File: src/rtl/spiflash_pkg.sv
// Shared types and constants for the single-IO SPI flash read controller.
// Latency: n/a (declarations only).
// Backpressure: n/a.
package spiflash_pkg;

  // Controller sequencing states
  typedef enum logic [2:0] {
    ST_IDLE,
    ST_CMD,
    ST_ADDR,
    ST_DATA,
    ST_DONE,
    ST_CSWAIT
  } state_e;

  // Standard single-IO read opcode
  localparam logic [7:0] SPI_CMD_READ = 8'h03;

  // Bits shifted in each transaction phase
  localparam logic [5:0] CMD_BITS  = 6'd8;
  localparam logic [5:0] ADDR_BITS = 6'd24;
  localparam logic [5:0] DATA_BITS = 6'd32;

  // The flash returns the lowest-addressed byte first; the fetch port wants it in bits [7:0]
  function automatic logic [31:0] bswap32(input logic [31:0] w);
    return {w[7:0], w[15:8], w[23:16], w[31:24]};
  endfunction

endpackage

File: src/rtl/spiflash_bit_engine.sv
// SPI mode-0 bit engine: shifts nbits out on MOSI (MSB first) while shifting MISO into rx.
// Latency: 2*CLK_DIV clk cycles per bit; done_o is high in the last cycle of the final SCK-high phase.
// Backpressure: none; a start_i coinciding with done_o chains the next phase with no idle cycle.
module spiflash_bit_engine #(
  parameter int CLK_DIV = 2
) (
  input  logic        clk,
  input  logic        resetb,
  input  logic        start_i,
  input  logic [5:0]  nbits_i,
  input  logic [31:0] tx_i,
  input  logic        miso_i,
  output logic        done_o,
  output logic        sck_o,
  output logic        mosi_o,
  output logic [31:0] rx_o
);

  localparam int DIVW = (CLK_DIV > 1) ? $clog2(CLK_DIV) : 1;

  logic            busy_q;
  logic            sck_q;
  logic            mosi_q;
  logic [DIVW-1:0] div_q;
  logic [5:0]      bits_q;
  logic [31:0]     tx_q;
  logic [31:0]     rx_q;
  logic            half_end;

  assign half_end = (div_q == DIVW'(CLK_DIV - 1));
  assign done_o   = busy_q && sck_q && half_end && (bits_q == 6'd1);
  assign sck_o    = sck_q;
  assign mosi_o   = mosi_q;
  assign rx_o     = rx_q;

  // Half-period divider, SCK toggling, MOSI launch at low-phase start and MISO capture on SCK rise
  always_ff @(posedge clk or negedge resetb) begin
    if (!resetb) begin
      busy_q <= 1'b0;
      sck_q  <= 1'b0;
      mosi_q <= 1'b0;
      div_q  <= '0;
      bits_q <= '0;
      tx_q   <= '0;
      rx_q   <= '0;
    end else if (start_i) begin
      busy_q <= 1'b1;
      sck_q  <= 1'b0;
      div_q  <= '0;
      bits_q <= nbits_i;
      mosi_q <= tx_i[31];
      tx_q   <= {tx_i[30:0], 1'b0};
    end else if (busy_q) begin
      if (half_end) begin
        div_q <= '0;
        if (!sck_q) begin
          sck_q <= 1'b1;
          rx_q  <= {rx_q[30:0], miso_i};
        end else begin
          sck_q <= 1'b0;
          if (bits_q == 6'd1) begin
            busy_q <= 1'b0;
          end else begin
            bits_q <= bits_q - 6'd1;
            mosi_q <= tx_q[31];
            tx_q   <= {tx_q[30:0], 1'b0};
          end
        end
      end else begin
        div_q <= div_q + DIVW'(1);
      end
    end
  end

endmodule

File: src/rtl/spiflash_rd_ctrl.sv
// Word-read SPI flash controller: 0x03 READ per request, optional sequential continuation with CSB held low.
// Latency: 1+128*CLK_DIV cycles full path, 1+64*CLK_DIV continuation, +CSB_HIGH+1 when CSB must be cycled.
// Backpressure: requester holds valid/addr until the one-cycle ready pulse; requests are ignored outside IDLE.
module spiflash_rd_ctrl
  import spiflash_pkg::*;
#(
  parameter int CLK_DIV   = 2,
  parameter int CSB_HIGH  = 2,
  parameter int CONT_READ = 1
) (
  input  logic        clk,
  input  logic        resetb,
  input  logic        valid,
  input  logic [23:0] addr,
  output logic        ready,
  output logic [31:0] rdata,
  output logic        flash_csb,
  output logic        flash_clk,
  output logic        flash_io0,
  input  logic        flash_io1
);

  localparam int CSW = (CSB_HIGH > 1) ? $clog2(CSB_HIGH) : 1;

  state_e         state_q;
  logic           csb_q;
  logic           ready_q;
  logic [31:0]    rdata_q;
  logic [23:0]    addr_q;
  logic [23:0]    last_addr_q;
  logic           last_vld_q;
  logic [CSW-1:0] csw_cnt_q;

  logic [23:0]    addr_al;
  logic           seq_hit;
  logic           eng_start;
  logic [5:0]     eng_nbits;
  logic [31:0]    eng_tx;
  logic           eng_done;
  logic [31:0]    eng_rx;
  logic           unused_addr_lsb;

  assign unused_addr_lsb = ^addr[1:0];
  assign addr_al = {addr[23:2], 2'b00};

  // Continuation only while the flash is still streaming from the word just returned
  assign seq_hit = (CONT_READ != 0) && !csb_q && last_vld_q &&
                   (addr_al == (last_addr_q + 24'd4));

  // Phase launch: kick the engine on acceptance and on each phase boundary so phases abut
  always_comb begin
    eng_start = 1'b0;
    eng_nbits = CMD_BITS;
    eng_tx    = '0;
    case (state_q)
      ST_IDLE: begin
        if (valid) begin
          if (seq_hit) begin
            eng_start = 1'b1;
            eng_nbits = DATA_BITS;
          end else if (csb_q) begin
            eng_start = 1'b1;
            eng_nbits = CMD_BITS;
            eng_tx    = {SPI_CMD_READ, 24'h000000};
          end
        end
      end
      ST_CMD: begin
        if (eng_done) begin
          eng_start = 1'b1;
          eng_nbits = ADDR_BITS;
          eng_tx    = {addr_q, 8'h00};
        end
      end
      ST_ADDR: begin
        if (eng_done) begin
          eng_start = 1'b1;
          eng_nbits = DATA_BITS;
        end
      end
      default: ;
    endcase
  end

  // Transaction sequencing, chip select, address tracking and the registered read response
  always_ff @(posedge clk or negedge resetb) begin
    if (!resetb) begin
      state_q     <= ST_IDLE;
      csb_q       <= 1'b1;
      ready_q     <= 1'b0;
      rdata_q     <= '0;
      addr_q      <= '0;
      last_addr_q <= '0;
      last_vld_q  <= 1'b0;
      csw_cnt_q   <= '0;
    end else begin
      ready_q <= 1'b0;
      case (state_q)
        ST_IDLE: begin
          if (valid) begin
            if (seq_hit) begin
              addr_q  <= addr_al;
              state_q <= ST_DATA;
            end else if (!csb_q) begin
              csb_q     <= 1'b1;
              csw_cnt_q <= '0;
              state_q   <= ST_CSWAIT;
            end else begin
              addr_q  <= addr_al;
              csb_q   <= 1'b0;
              state_q <= ST_CMD;
            end
          end
        end
        ST_CMD: begin
          if (eng_done) state_q <= ST_ADDR;
        end
        ST_ADDR: begin
          if (eng_done) state_q <= ST_DATA;
        end
        ST_DATA: begin
          if (eng_done) begin
            state_q <= ST_DONE;
            ready_q <= 1'b1;
            rdata_q <= bswap32(eng_rx);
            if (CONT_READ == 0) csb_q <= 1'b1;
          end
        end
        ST_DONE: begin
          last_addr_q <= addr_q;
          last_vld_q  <= 1'b1;
          if (CONT_READ != 0) begin
            state_q <= ST_IDLE;
          end else begin
            csw_cnt_q <= '0;
            state_q   <= ST_CSWAIT;
          end
        end
        ST_CSWAIT: begin
          if (csw_cnt_q == CSW'(CSB_HIGH - 1)) state_q <= ST_IDLE;
          else csw_cnt_q <= csw_cnt_q + CSW'(1);
        end
        default: state_q <= ST_IDLE;
      endcase
    end
  end

  spiflash_bit_engine #(
    .CLK_DIV (CLK_DIV)
  ) u_engine (
    .clk     (clk),
    .resetb  (resetb),
    .start_i (eng_start),
    .nbits_i (eng_nbits),
    .tx_i    (eng_tx),
    .miso_i  (flash_io1),
    .done_o  (eng_done),
    .sck_o   (flash_clk),
    .mosi_o  (flash_io0),
    .rx_o    (eng_rx)
  );

  assign flash_csb = csb_q;
  assign ready     = ready_q;
  assign rdata     = rdata_q;

endmodule

File: config.mk
export PLATFORM = sky130hd
export DESIGN_NAME = spiflash_rd_ctrl
export DESIGN_NICKNAME = d
export VERILOG_FILES = /design/src/rtl/spiflash_pkg.sv /design/src/rtl/spiflash_bit_engine.sv /design/src/rtl/spiflash_rd_ctrl.sv
export SDC_FILE = /design/constraint.sdc
export NUM_CORES = 1
export LEC_CHECK = 0
export BUFFER_PORTS_ARGS = -buffer_cell sky130_fd_sc_hd__buf_2
export CORE_ASPECT_RATIO = 0.8
export CORE_MARGIN = 2
export CORE_UTILIZATION = 40
export CTS_CLUSTER_SIZE = 12
export DETAILED_ROUTE_END_ITERATION = 7
export PLACE_DENSITY_LB_ADDON = 0.3
export SYNTH_ARGS = -nofsm -noshare
export SYNTH_HDL_FRONTEND = slang
export SYNTH_SLANG_ARGS = --single-unit
File: constraint.sdc
create_clock -name clk -period 3.85 [get_ports clk]
set_input_delay 0.5775 -clock clk [delete_from_list [all_inputs] [get_ports clk]]
set_output_delay 0.5775 -clock clk [all_outputs]
set_load 0.05 [all_outputs]
Yosys cells after proc, flatten, opt, wreduce, memory -nomap -nowiden
Cells that the tools add are included.
Widths: inputs -> output; s select.

word-level totals
  flip-flop bits (word level) = 161
  bits in latches = 0
  bits in writable memories = 0
  bits in read-only memories = 0
  bits of input ports = 28
  output and inout bits = 36
  logic and storage cells = 117
  memories = 0

operators by class
  add/subtract/negate cells = 4
  multiply operators = 0
  divide/modulo/power cells = 0
  order comparisons = 0
  equal/unequal tests = 15
  shifts and indexed selects = 0
  multiplexer cells = 59
  bitwise logic cells = 3
  reduce and logical (&&, ||, !) cells = 21

operators with widths
  operator               count
  $mux 32                6
  $mux 26                3
  $pmux 32 s2            1
  $mux 24                2
  $mux 6                 8
  $mux 1                 27
  $add 24x3->24 const B  1
  $eq 24x24->1           1
  $mux 3                 7
  $pmux 6 s3             1
  $ne 2x2->1 const B     8
  $pmux 3 s5             1
  $reduce_and 4->1       3
  $reduce_bool 2->1      5
  $eq 3x2->1 const B     2
  $eq 3x3->1 const B     2
  $eq 6x1->1 const B     1
  $reduce_and 3->1       2
  $sub 6x1->6 const B    1
  $logic_and 1x1->1      5
  $mux 5                 1
  $reduce_and 5->1       1
  $pmux 1 s2             2
  $reduce_and 2->1       2
  6 further kinds        9

Longest topological paths before layout
  depth in word-level cells = 8
  mapped depth = 11
  depth with buffers taken out = 9

Hierarchy
Synthesis repeated with hierarchy kept, for this count alone.

second synthesis, totals
  cell total of the unflattened synthesis = 629
  area total of the unflattened synthesis = 7795.0 um2

modules (own cells, without submodules)
  module               times used  cells each  area an instance (um2)  sequential area each (um2)
  spiflash_rd_ctrl     1           346         4297.9                  2078.2
  spiflash_bit_engine  1           283         3497.1                  1826.8

Worst setup path before layout
OpenSTA, ideal clock, no wires.

  path type = input-to-reg
  start point = input addr[8]
  end point = register addr_q[11]
  library setup time = 125 ps
  arrival = 2836 ps
  data required time = 3725 ps
  path slack = 890 ps
  stages on the path = 9
  buffers on the path = 1
  cell sequence = or3b_2 -> a211oi_1 -> nand3b_1 -> o21ai_0 -> nor4_1 -> nand4_1 -> a21oi_2 -> buf_2 -> mux2_2

on the way
  word-level cells in the longest chain between the ends = 4
  elaborated cells between the ends (all ways) = 5
  classes of those cells = eq/ne (1); mux (1); reduce/logical (3)

ends and longest elaborated chain
  what                         line                     source
  start, declared              spiflash_rd_ctrl.sv:14   input logic [23:0] addr,
  $eq 24x24->1 *               spiflash_rd_ctrl.sv:48   (addr_al == (last_addr_q + 24'd4));
  $logic_and 1x1->1 *          spiflash_rd_ctrl.sv:47   assign seq_hit = (CONT_READ != 0) && !csb_q && last_vld_q &&
  $reduce_bool 2->1 (no line)  -
  $reduce_and 3->1 (no line)   -
  end signal, assigned         spiflash_rd_ctrl.sv:102  addr_q <= addr_al;
  end signal, assigned         spiflash_rd_ctrl.sv:109  addr_q <= addr_al;
  end, declared                spiflash_rd_ctrl.sv:29   logic [23:0] addr_q;

Mark *: on every way between the ends. The rest lies on a longest branch, timed or not.
A chain may end at the register's enable or synchronous reset.

Worst setup path after layout
  start point = register last_addr_q[2]
  end point = register addr_q[14]

on the way
  word-level cells in the longest chain between the ends = 5
  elaborated cells between the ends (all ways) = 6
  classes of those cells = add/sub (1); eq/ne (1); mux (1); reduce/logical (3)

ends and longest elaborated chain
  what                         line                     source
  start, declared              spiflash_rd_ctrl.sv:30   logic [23:0] last_addr_q;
  start signal, assigned       spiflash_rd_ctrl.sv:130  last_addr_q <= addr_q;
  $add 24x3->24 *              spiflash_rd_ctrl.sv:48
  $eq 24x24->1 *               spiflash_rd_ctrl.sv:48
  $logic_and 1x1->1 *          spiflash_rd_ctrl.sv:47
  $reduce_bool 2->1 (no line)  -
  $reduce_and 3->1 (no line)   -

Marks and branches as above.

==> metrics.md <==
| Metric | Value |
|---|---|
| Gr usage total | 17.0% |
| Routed Antenna Nets | 0 |
| Largest net degree at the start of global routing | 95 |
| Critical Path Sink Type | flop |
| I/O pin cnt | 64 |
| Yosys warns | 0 |
| Clk sink count | 146 |
| Root Driver | clkbuf_16 |
| Net Count, Synth | 577 |
| Register area | 0.00365 mm2 |
| Dpl ws | 59.3 ps |
| Nets | 652 |
| Max stage delay on crit path | 770 ps |
| DIE HEIGHT | 120 um |
| R2R Path Start | last_addr_q[2] |
| First-pass GRT wire length | 23.8 mm |
| CTS Buffer Depth | 2 |
| Startpoint types | flop |
| Final WL | 14.5 mm |
| Multiplexer area fraction after synthesis | 18.6% |
| Final Cycle Share | 90.0% |
| RSZ-0062 raised after global routing | no |
| Post-DP HPWL | 9.61 mm |
| Via density | 5.38 |
| Max Fanout on Critical Path | 22 |
| Outcome | finished clean |
| Fin. max-slew vios | 0 |
| Number of diodes | 0 |
| Final setup viols | 0 |
| Die Area | 0.0179 mm2 |
| Initial antenna violation count | 0 |
| Peak supply drop | 0.000377 V |
| Violation count after the first detailed-route iteration | 258 |
| Slowest cell on crit path | nor4_1 |
| CTS resizes | 0 |
| Max Cap Viol | 0 |
| Fin. Hold Viols | 0 |
| WL/cell | 16.9 um |
| Crit-path cells | ha_1 -> nand2_1 -> nor2_1 -> and3b_1 -> o21ai_0 -> nor4_1 -> nand4_1 -> a21oi_2 -> buf_12 -> mux2_2 |
| Synthesized-area fraction occupied by adder cells | 0.558% |
| Simple-gate share of the synthesized area | 11.0% |
| Tightest Hold Check Type | primary input to asynchronous set/reset pin |
| Overflow after GRT | 0 |
| DRC viols | 0 |
| Reg2reg path depth | 10 |
| Setup ws final | 384 ps |
| Footprint of the multi-input gates | 0.00294 mm2 |
| Minimum clock period | 3470 ps |
| Total power | 0.00612 W |
| Port bufs | 61 |
| Asr flop ratio synth | 100% |
| Worst r2r dst | addr_q[14] |
| Clock Pin Slew Worst Setup and Hold Paths | 60 ps |
| Mean Syn Cell Area | 12.3 um2 |
| Synth unique cells | 60 |
| Register area share after synthesis | 54.3% |
| Final GP Congestion | 0.896 |
| Core Rows | 42 |
| Post-Syn Area | 0.00673 mm2 |
| Starting Density | 40.8% |
| Share of cells above drive strength 1 | 36.6% |
| PwrDens | 765 mW/mm2 |
| CTS tree | built |
| Setup TNS | 0 ps |
| Synth Flop Type | dfrtp_1 |
| Total CTS buffers | 17 |
| EDFF count, synth | 0 |
| Via count | 4,598 |
| Compound-Gate Fraction of Synth Area | 9.07% |
| Xor/xnor share of the synthesized area | 4.17% |
| Fillers | 1,504 |
| First-pass DRT Iterations | 5 |
| Crit path arrival time | 3770 ps |
| Yosys reg bits | 146 |
| Area growth from synthesis to layout | 18.8% |
| Worst-margin pin slew | 878 ps |
| Peak Freq | 288 MHz |
| Setup Skew | 10.8 ps |
| Required @ worst endpoint | 4150 ps |
| Number of global-route vias before repair | 4,550 |
| Worst skew pair latency | 420 ps |
| Largest family of logic cells by synthesized area | multiplexers |
| Leak Pwr | 3.74 nW |
| Worst Setup Path Type | flop to flop |
| Die Span X | 149 um |
| FF-to-FF setup slack | 380 ps |
| Slew HR | 41.5% |
| Gate Count Post-Synth | 546 |
| H-tree lvl count | 4 |
| Core area | 0.0165 mm2 |
-- worst max path at each step --
stage	startpoint	slack [ps]	to
after floorplan	addr[8]	890	addr_q[11]
after global placement	addr[4]	80	u_engine.rx_o[24]
after detailed placement	addr[4]	60	u_engine.rx_o[27]
after CTS	last_addr_q[5]	190	u_engine.rx_o[27]
after global routing	last_addr_q[2]	160	addr_q[5]
final	last_addr_q[2]	380	addr_q[14]
-- critical path, delay by kind of cell (launching register included) --
family / cells / cell delay (ps)
buf+inv: 1 / 210
mux: 1 / 350
compound gates: 2 / 370
simple gates: 5 / 1770
fa+ha+maj: 1 / 210
flops: 1 / 410
-- synthesized netlist by cell type, types with 2 or more instances --
library cell	n	share of area [%]
mux2_2	104	17
a211oi_1	5	0.56
nor4_2	2	0.37
ha_1	3	0.56
mux2i_1	4	0.60
nor2_1	16	0.89
buf_1	3	0.17
o22ai_1	4	0.37
a2111oi_0	2	0.26
nand4_1	2	0.19
or3_1	2	0.19
nand3b_1	3	0.33
a31oi_1	5	0.46
nor2b_1	3	0.28
a221o_1	3	0.45
clkbuf_1	13	0.73
nand3_1	7	0.52
inv_1	8	0.45
a21oi_1	5	0.37
o21ai_0	30	2.2
xor2_1	14	1.8
mux2_1	2	0.33
and3_1	5	0.46
nor3_1	13	0.97
and2_1	2	0.19
buf_6	3	0.50
nand2b_1	7	0.65
nor4_1	7	0.65
a32o_1	2	0.30
xnor2_1	18	2.3
nor3b_1	3	0.33
dfrtp_1	145	54
buf_2	6	0.45
nand2_1	49	2.7
and4_1	2	0.26
a2bb2oi_1	20	2.6
-- kinds of logic after synthesis --
family,count (synthesis)
flops,146
compound gates,87
mux,111
xor+xnor,32
simple gates,134
buf+inv,33
fa+ha+maj,3
-- state kept, by name (all words and copies together) (netlist names) --
signal and count:
u_engine.rx_o 32, u_engine.bits_q 6, u_engine.busy_q 1, flash_csb 1
csw_cnt_q 1, u_engine.tx_q 21, u_engine.mosi_o 1, state_q 3
addr_q 22, last_vld_q 1, rdata 32, u_engine.div_q 1
ready 1, u_engine.sck_o 1, last_addr_q 22
-- per-stage QoR --
| stage | cells | hold WS, ps | util (%) | instance area, um2 |
|---|---|---|---|---|
| after floorplan | 546 | 282 | - | 6730 |
| after global placement | 821 | 448 | 44.7 | 7380 |
| after detailed placement | 821 | 464 | 44.7 | 7380 |
| after CTS | 853 | 296 | 48.4 | 7990 |
| after global routing | 854 | 329 | 48.5 | 8000 |
| final | 854 | 264 | 48.5 | 8000 |
-- layout make-up --
cell class | instances | share of cell area (%)
clock buffer | 20 | 5.71
clock inverter | 12 | 1.94
inverter | 8 | 0.376
multi-input combinational | 367 | 36.7
sequential | 146 | 45.7
tap | 220 | 3.44
timing repair buffer | 81 | 6.09
-- power by group --
| part | internal (W) | switching [W] |
|---|---|---|
| registers | 0.00204 | 0.000439 |
| clock network | 0.00105 | 0.000646 |
| logic | 0.000936 | 0.00100 |
| total | 0.00403 | 0.00209 |
-- cell usage in the layout, fill, tap and decap left out, drive strengths merged, types with 3 or more instances in the layout --
cell type	Yosys	final
dfrtp	145	145
mux2	107	107
buf	12	81
nand2	49	49
o21ai	30	30
a2bb2oi	20	20
clkbuf	13	20
xnor2	18	18
nor2	16	16
xor2	14	14
nor3	13	13
inv	8	10
nor4	10	10
nand3	8	8
nand2b	7	7
a21oi	6	6
a31oi	6	6
and3	5	5
a211oi	5	5
clkinvlp	0	5
o22ai	4	4
mux2i	4	4
nor3b	4	4
nand4	4	4
nand3b	3	3
nor2b	3	3
a221o	3	3
ha	3	3
bufinv	0	3
-- per-layer routing --
layer | track usage [%] | part of all wire, %
met1 | 25.2 | 50
met2 | 25.0 | 45
met5 | 0 | 0
met3 | 4.22 | 4.7
met4 | 4.52 | 1.0
-- repair_timing --
| item | CTS | global route |
|---|---|---|
| endpoints found under the setup margin | 0 | 14 |
| hold buffers | 0 | 0 |
| setup buffers | 0 | 1 |
Power figures use the tool's default switching activity.
